<file path="src/rtl/cam_stream_gen.sv">
// -----------------------------------------------------------------------------
// cam_stream_gen
//   Camera-side stream generator. Reads an RGB332 frame buffer and replays it
//   as an OV7670-style pixel bus (vsync / href / px_data), two RGB565 bytes per
//   pixel. Used to feed the capture block in loopback and self-test builds.
//
// Ports
//   pclk         in   pixel clock, all logic on the rising edge
//   rst          in   synchronous reset, active low
//   start        in   rising edge requests one frame (accepted only when idle)
//   busy         out  high while a frame is being generated
//   done         out  set when a frame completes, cleared by the next start
//   mem_rd_addr  out  frame-buffer read address
//   mem_rd_en    out  read strobe, one cycle per address
//   mem_rd_data  in   RGB332 pixel, valid one cycle after the strobe
//   vsync        out  frame sync
//   href         out  line valid
//   px_data      out  pixel byte (0 whenever href is low)
//
// Build option
//   CAM_STREAM_REPLICATE_EN : fill the RGB565 low bits by MSB replication
//                             instead of zeros.
//
// Parameter constraints: H_ACTIVE >= 2, V_BACK >= 3, H_BLANK >= 3,
// H_ACTIVE*V_ACTIVE <= 2**AW.
// -----------------------------------------------------------------------------
module cam_stream_gen #(
   parameter int AW        = 15,
   parameter int H_ACTIVE  = 160,
   parameter int V_ACTIVE  = 120,
   parameter int H_BLANK   = 16,
   parameter int VS_CYCLES = 8,
   parameter int V_BACK    = 16,
   parameter int V_FRONT   = 16
) (
   input  logic          pclk,
   input  logic          rst,
   input  logic          start,
   output logic          busy,
   output logic          done,
   output logic [AW-1:0] mem_rd_addr,
   output logic          mem_rd_en,
   input  logic [7:0]    mem_rd_data,
   output logic          vsync,
   output logic          href,
   output logic [7:0]    px_data
);

   localparam int LW   = (V_ACTIVE > 1) ? $clog2(V_ACTIVE) : 1;
   localparam int BW   = $clog2(2 * H_ACTIVE);
   localparam int M1   = (VS_CYCLES > V_BACK) ? VS_CYCLES : V_BACK;
   localparam int M2   = (V_FRONT > H_BLANK) ? V_FRONT : H_BLANK;
   localparam int CMAX = (M1 > M2) ? M1 : M2;
   localparam int CW   = $clog2(CMAX + 1);

   typedef enum logic [2:0] {
      IDLE, VS_PRE, VBACK, LINE, HBLANK, VFRONT, VS_POST
   } state_t;

   state_t          state_q, state_d;
   logic [CW-1:0]   cnt_q, cnt_d;        // timer for sync / blanking states
   logic [BW-1:0]   bc_q, bc_d;          // byte counter within a line
   logic [LW-1:0]   line_q, line_d;
   logic [AW-1:0]   addr_q, addr_d;      // next address to read
   logic [AW-1:0]   rd_addr_q, rd_addr_d;
   logic            rd_en_q, rd_en_d;
   logic            dvld_q, dvld_d;      // mem_rd_data valid this cycle
   logic [7:0]      b1_q, b1_d;          // second byte of the pixel in flight
   logic            start_q;
   logic            busy_q, busy_d;
   logic            done_q, done_d;
   logic            vsync_q, vsync_d;
   logic            href_q, href_d;
   logic [7:0]      px_q, px_d;

   logic            pre_line;
   logic [CW-1:0]   blank_last;

   // RGB332 -> RGB565 byte expansion
   function automatic logic [7:0] exp_byte0(input logic [7:0] p);
`ifdef CAM_STREAM_REPLICATE_EN
      return {p[7:5], p[7:6], p[4:2]};
`else
      return {p[7:5], 2'b00, p[4:2]};
`endif
   endfunction

   function automatic logic [7:0] exp_byte1(input logic [7:0] p);
`ifdef CAM_STREAM_REPLICATE_EN
      return {p[4:2], p[1:0], p[1:0], p[1]};
`else
      return {3'b000, p[1:0], 3'b000};
`endif
   endfunction

   always_comb begin
      state_d   = state_q;
      cnt_d     = cnt_q;
      bc_d      = bc_q;
      line_d    = line_q;
      addr_d    = addr_q;
      rd_addr_d = rd_addr_q;
      rd_en_d   = 1'b0;
      busy_d    = busy_q;
      done_d    = done_q;

      case (state_q)
         IDLE: begin
            if (start && !start_q) begin
               state_d = VS_PRE;
               cnt_d   = '0;
               bc_d    = '0;
               line_d  = '0;
               addr_d  = '0;
               busy_d  = 1'b1;
               done_d  = 1'b0;
            end
         end
         VS_PRE: begin
            cnt_d = cnt_q + 1'b1;
            if (cnt_q == CW'(VS_CYCLES - 1)) begin
               state_d = VBACK;
               cnt_d   = '0;
            end
         end
         VBACK: begin
            cnt_d = cnt_q + 1'b1;
            if (cnt_q == CW'(V_BACK - 1)) begin
               state_d = LINE;
               bc_d    = '0;
            end
         end
         LINE: begin
            bc_d = bc_q + 1'b1;
            if (bc_q == BW'(2 * H_ACTIVE - 1)) begin
               cnt_d = '0;
               if (line_q == LW'(V_ACTIVE - 1)) begin
                  state_d = VFRONT;
               end else begin
                  state_d = HBLANK;
                  line_d  = line_q + 1'b1;
               end
            end
         end
         HBLANK: begin
            cnt_d = cnt_q + 1'b1;
            if (cnt_q == CW'(H_BLANK - 1)) begin
               state_d = LINE;
               bc_d    = '0;
            end
         end
         VFRONT: begin
            cnt_d = cnt_q + 1'b1;
            if (cnt_q == CW'(V_FRONT - 1)) begin
               state_d = VS_POST;
               cnt_d   = '0;
            end
         end
         VS_POST: begin
            cnt_d = cnt_q + 1'b1;
            if (cnt_q == CW'(VS_CYCLES - 1)) begin
               state_d = IDLE;
               busy_d  = 1'b0;
               done_d  = 1'b1;
            end
         end
         default: state_d = IDLE;
      endcase

      // Read schedule. A strobe registered here is seen by memory one cycle
      // later and its data is turned into byte0 one cycle after that, so the
      // strobe must lead byte0 by two cycles. Pixels 0 and 1 of a line are
      // therefore requested from the blanking interval (third-last and last
      // cycle), the rest on odd byte slots of the line itself.
      pre_line   = (state_q == VBACK) || (state_q == HBLANK);
      blank_last = (state_q == VBACK) ? CW'(V_BACK - 1) : CW'(H_BLANK - 1);
      if (pre_line && (cnt_q == blank_last || cnt_q == blank_last - CW'(2)))
         rd_en_d = 1'b1;
      if (state_q == LINE && bc_q[0] &&
          (32'(bc_q) + 32'd5 <= 32'(2 * H_ACTIVE)))
         rd_en_d = 1'b1;

      if (rd_en_d) begin
         rd_addr_d = addr_q;
         addr_d    = addr_q + 1'b1;
      end

      // Bus outputs registered from the next state so they change together.
      vsync_d = (state_d == VS_PRE) || (state_d == VS_POST);
      href_d  = (state_d == LINE);
      dvld_d  = rd_en_q;
      b1_d    = dvld_q ? exp_byte1(mem_rd_data) : b1_q;
      px_d    = 8'h00;
      if (href_d)
         px_d = dvld_q ? exp_byte0(mem_rd_data) : b1_q;
   end

   always_ff @(posedge pclk) begin
      if (!rst) begin
         state_q   <= IDLE;
         cnt_q     <= '0;
         bc_q      <= '0;
         line_q    <= '0;
         addr_q    <= '0;
         rd_addr_q <= '0;
         rd_en_q   <= 1'b0;
         dvld_q    <= 1'b0;
         b1_q      <= 8'h00;
         start_q   <= 1'b0;
         busy_q    <= 1'b0;
         done_q    <= 1'b0;
         vsync_q   <= 1'b0;
         href_q    <= 1'b0;
         px_q      <= 8'h00;
      end else begin
         state_q   <= state_d;
         cnt_q     <= cnt_d;
         bc_q      <= bc_d;
         line_q    <= line_d;
         addr_q    <= addr_d;
         rd_addr_q <= rd_addr_d;
         rd_en_q   <= rd_en_d;
         dvld_q    <= dvld_d;
         b1_q      <= b1_d;
         start_q   <= start;
         busy_q    <= busy_d;
         done_q    <= done_d;
         vsync_q   <= vsync_d;
         href_q    <= href_d;
         px_q      <= px_d;
      end
   end

   assign busy        = busy_q;
   assign done        = done_q;
   assign mem_rd_addr = rd_addr_q;
   assign mem_rd_en   = rd_en_q;
   assign vsync       = vsync_q;
   assign href        = href_q;
   assign px_data     = px_q;

endmodule
</file>
<file path="config.mk">
export PLATFORM = sky130hd
export DESIGN_NAME = cam_stream_gen
export DESIGN_NICKNAME = d
export VERILOG_FILES = /design/src/rtl/cam_stream_gen.sv
export SDC_FILE = /design/constraint.sdc
export NUM_CORES = 1
export LEC_CHECK = 0
export BUFFER_PORTS_ARGS = -buffer_cell sky130_fd_sc_hd__buf_2
export CORE_ASPECT_RATIO = 0.7
export CORE_MARGIN = 5
export CORE_UTILIZATION = 62
export DETAILED_ROUTE_END_ITERATION = 10
export GPL_ROUTABILITY_DRIVEN = 0
export PLACE_DENSITY = 0.93
export SETUP_SLACK_MARGIN = 0.5
export SLEW_MARGIN = 20
export SYNTH_ARGS = -nofsm -noshare
export SYNTH_HDL_FRONTEND = slang
export SYNTH_SLANG_ARGS = --single-unit
export TNS_END_PERCENT = 30
</file>
<file path="constraint.sdc">
create_clock -name pclk -period 3.7 [get_ports pclk]
set_input_delay 0.185 -clock pclk [delete_from_list [all_inputs] [get_ports pclk]]
set_output_delay 0.185 -clock pclk [all_outputs]
set_load 0.01 [all_outputs]
</file>
==> impl_metrics.ini <==
[status]
status = complete, no violations

[final_layout]
fill_cells = 400
n_antenna_cell = 0
drive_above_1_share_pct = 18.2
fin_cells = 505
finalNetCount = 447
syn_to_final_growth_pct = 12.2

[floorplanning]
coreArea_um2 = 5290
dieArea_um2 = 7130
rows = 22
die_h_um = 72.1
die_w_um = 98.8
initial_utilization_pct = 64.7
ioPinCount = 39

[clocking]
htree_levels = 3
clock_path_buffers = 2
cts_tree = built
clock_latency_ns = 0.36
postCtsSetupBuffers = 0
clk_pin_slew_ns = 0.08
cts.hold.buffers_added = 0
clock_sinks = 71
cts_resized = 0
cts_root_buf = clkbuf_8
cts_buffers = 9

[worst_setup_path]
critPathArrivalTime_ns = 2.99
path_delay_family = compound AO/OA/AOI/OAI gates
path_cells = ha_1 -> and3_1 -> ha_1 -> a41oi_1 -> o32ai_1 -> a21oi_4 -> buf_4 -> mux2i_1 -> nor2_1
cp_data_required_time_ns = 3.95
worstSetupStartpointType = flip-flop
endpoint_kind = flip-flop
slowest_delay_ns = 0.51
critPathSlowestCell = a21oi_4
path_buf_inv = 1
crit_top_cell = ha_1
path_class = flip-flop to flip-flop
cp_max_fo = 23

[detailed_routing]
drtPass1Iterations = 5
wl_per_cell_um = 14.6
drc = 0
routed_wl_um = 7370
viasPerCell = 5.89
final_antenna_net_count = 0
vias = 2976
drt_iter0_drc = 270

[global_route]
grt_usage_pct = 21.7
grt_first_pass_wirelength_um = 12500
overflow = 0
grt_antenna_before_repair = 0
grt_pass1_vias = 2636
grt_max_degree = 24

[sta]
finalCritPeriodShare_pct = 74.0
maxSlewHeadroom_pct = 55.0
hold_viol_final = 0
tightest_slew_ns = 0.671
max_freq_mhz = 365
final_period_minus_worst_setup_slack_ns = 2.74
setup_violations = 0
finalMaxSlewViolations = 0
rsz0062_at_grt = no
finalClockSkew_ns = 0.0138
fin_ws_ns = 0.960
setup_total_negative_slack_ns = 0
holdWs_ns = 0.0348

[logic_synthesis]
synth_edf_count = 0
synth.avg_cell_area_um2 = 8.70
netlist_instances = 393
synth_cell_types = 57
synth_nets = 412
synth-seq-cells = 71
yosysSeqAreaShare_pct = 41.6
netlist_area_um2 = 3420
synth_top_flop_cell = dfxtp_1
async_reset_ff_share_pct = 0
yosysWarningCount = 0

[min_path]
hold_class = primary input to flip-flop

[flow_run]
cap_violations = 0

[pwr]
power.leakage_nw = 1.61
ir_drop_uv = 304
power.density_nw_per_um2 = 387

[placement]
hpwl_um = 5110
portBuffers = 38
place_ws_ns = 1.00
placed_cells = 489
[tightest hold or removal path: cells and delay by family]
kind,cells,cell delay (ns)
and+or+nand+nor,1,0.04
buffers and inverters,2,0.14
[registers in the layout, summed over array words and instances, names as in the netlist]
name / count
mem_rd_addr: 15
dvld_q: 1
state_q: 3
mem_rd_en: 1
vsync: 1
href: 1
px_data: 8
done: 1
line_q: 7
bc_q: 9
b1_q: 2
start_q: 1
busy: 1
cnt_q: 5
addr_q: 15
[placed cells by master (no fill, tap or decap), drive strengths merged, types with 3 or more instances in the layout]
master | synthesis | final
and3 | 4 | 4
mux2i | 19 | 19
clkinv | 1 | 3
dfxtp | 71 | 71
a31o | 12 | 12
and2 | 3 | 3
nand2b | 8 | 8
nor4 | 3 | 3
nor3 | 10 | 10
or3 | 15 | 15
clkbuf | 8 | 10
o31ai | 3 | 3
nor2b | 7 | 7
a21oi | 35 | 35
and4 | 4 | 4
o211ai | 3 | 3
inv | 12 | 13
ha | 8 | 8
xnor2 | 9 | 9
nand2 | 21 | 21
nor2 | 50 | 50
nand4 | 3 | 3
nand3b | 8 | 8
buf | 12 | 44
o21ai | 9 | 9
nand3 | 23 | 23
xor2 | 6 | 6
[report_power, final]
| group | leakage, nW | total [mW] | switching, mW | internal (mW) |
|---|---|---|---|---|
| logic | 0.940 | 0.0722 | 0.0462 | 0.0260 |
| registers | 0.573 | 0.781 | 0.0106 | 0.771 |
| clock network | 0.0989 | 0.632 | 0.301 | 0.331 |
| total | 1.61 | 1.49 | 0.358 | 1.13 |
[final cells by class]
cell class	count	area [um^2]	area share [%]
clock buffer	10	138	3.59
clock inverter	6	67.6	1.76
inverter	13	48.8	1.27
multi-input combinational	289	1840	47.9
sequential	71	1420	37.0
tap	72	90.1	2.35
timing repair buffer	44	235	6.13
[synth_stat cells (8+ instances only)]
cell type  number  area (um^2)
nor2_1         50          188
o21ai_0         8         40.0
dfxtp_1        71         1420
mux2i_1        19          190
ha_1            8          100
a21oi_1        34          170
nand2_1        21         78.8
nand3_1        23          115
a31o_2         12          105
inv_1          12         45.0
or3_1          15         93.8
nand2b_1        8         50.1
xnor2_1         9         78.8
nor3_1          9         45.0
nand3b_1        8         60.1
[path summary, 6_finish.rpt]
check	start	endpoint	slack (ns)	cells past startpoint
hold reg to reg	b1_q[3]	px_data[3]	0.46	2
setup reg to reg	cnt_q[0]	mem_rd_addr[4]	0.96	9
setup / recovery	cnt_q[0]	mem_rd_addr[4]	0.96	9
hold / removal	mem_rd_data[4]	px_data[2]	0.03	3
[per-layer routing]
| metal | vias to the layer above | track usage, % | share of wire [%] |
|---|---|---|---|
| met1 | 1365 | 29.2 | 45 |
| met3 | 11 | 8.65 | 8.9 |
| met2 | 125 | 32.3 | 44 |
| met5 | - | 0 | 0 |
| met4 | 0 | 6.67 | 1.3 |
| li1 | 1475 | - | - |
[kinds of logic (layout without fill, tap and decap cells)]
family	after synthesis	after routing	synth area share, %
fa+ha+maj	8	8	2.93
simple gates	169	169	26.2
compound gates	78	78	14.9
xor+xnor	15	15	3.84
mux	19	19	5.56
flops	71	71	41.6
buf+inv	33	73	5.08
[per-stage QoR]
stage,power (mW),area [um^2],utilization (%)
5_1_grt,1.55,3840,72.6
2_1_floorplan,0.845,3420,-
6_report,1.49,3840,72.6
3_5_place_dp,0.870,3630,68.7
4_1_cts,1.50,3840,72.6
3_3_place_gp,0.867,3630,68.7
No activity file was read; power rests on OpenSTA's default activity.
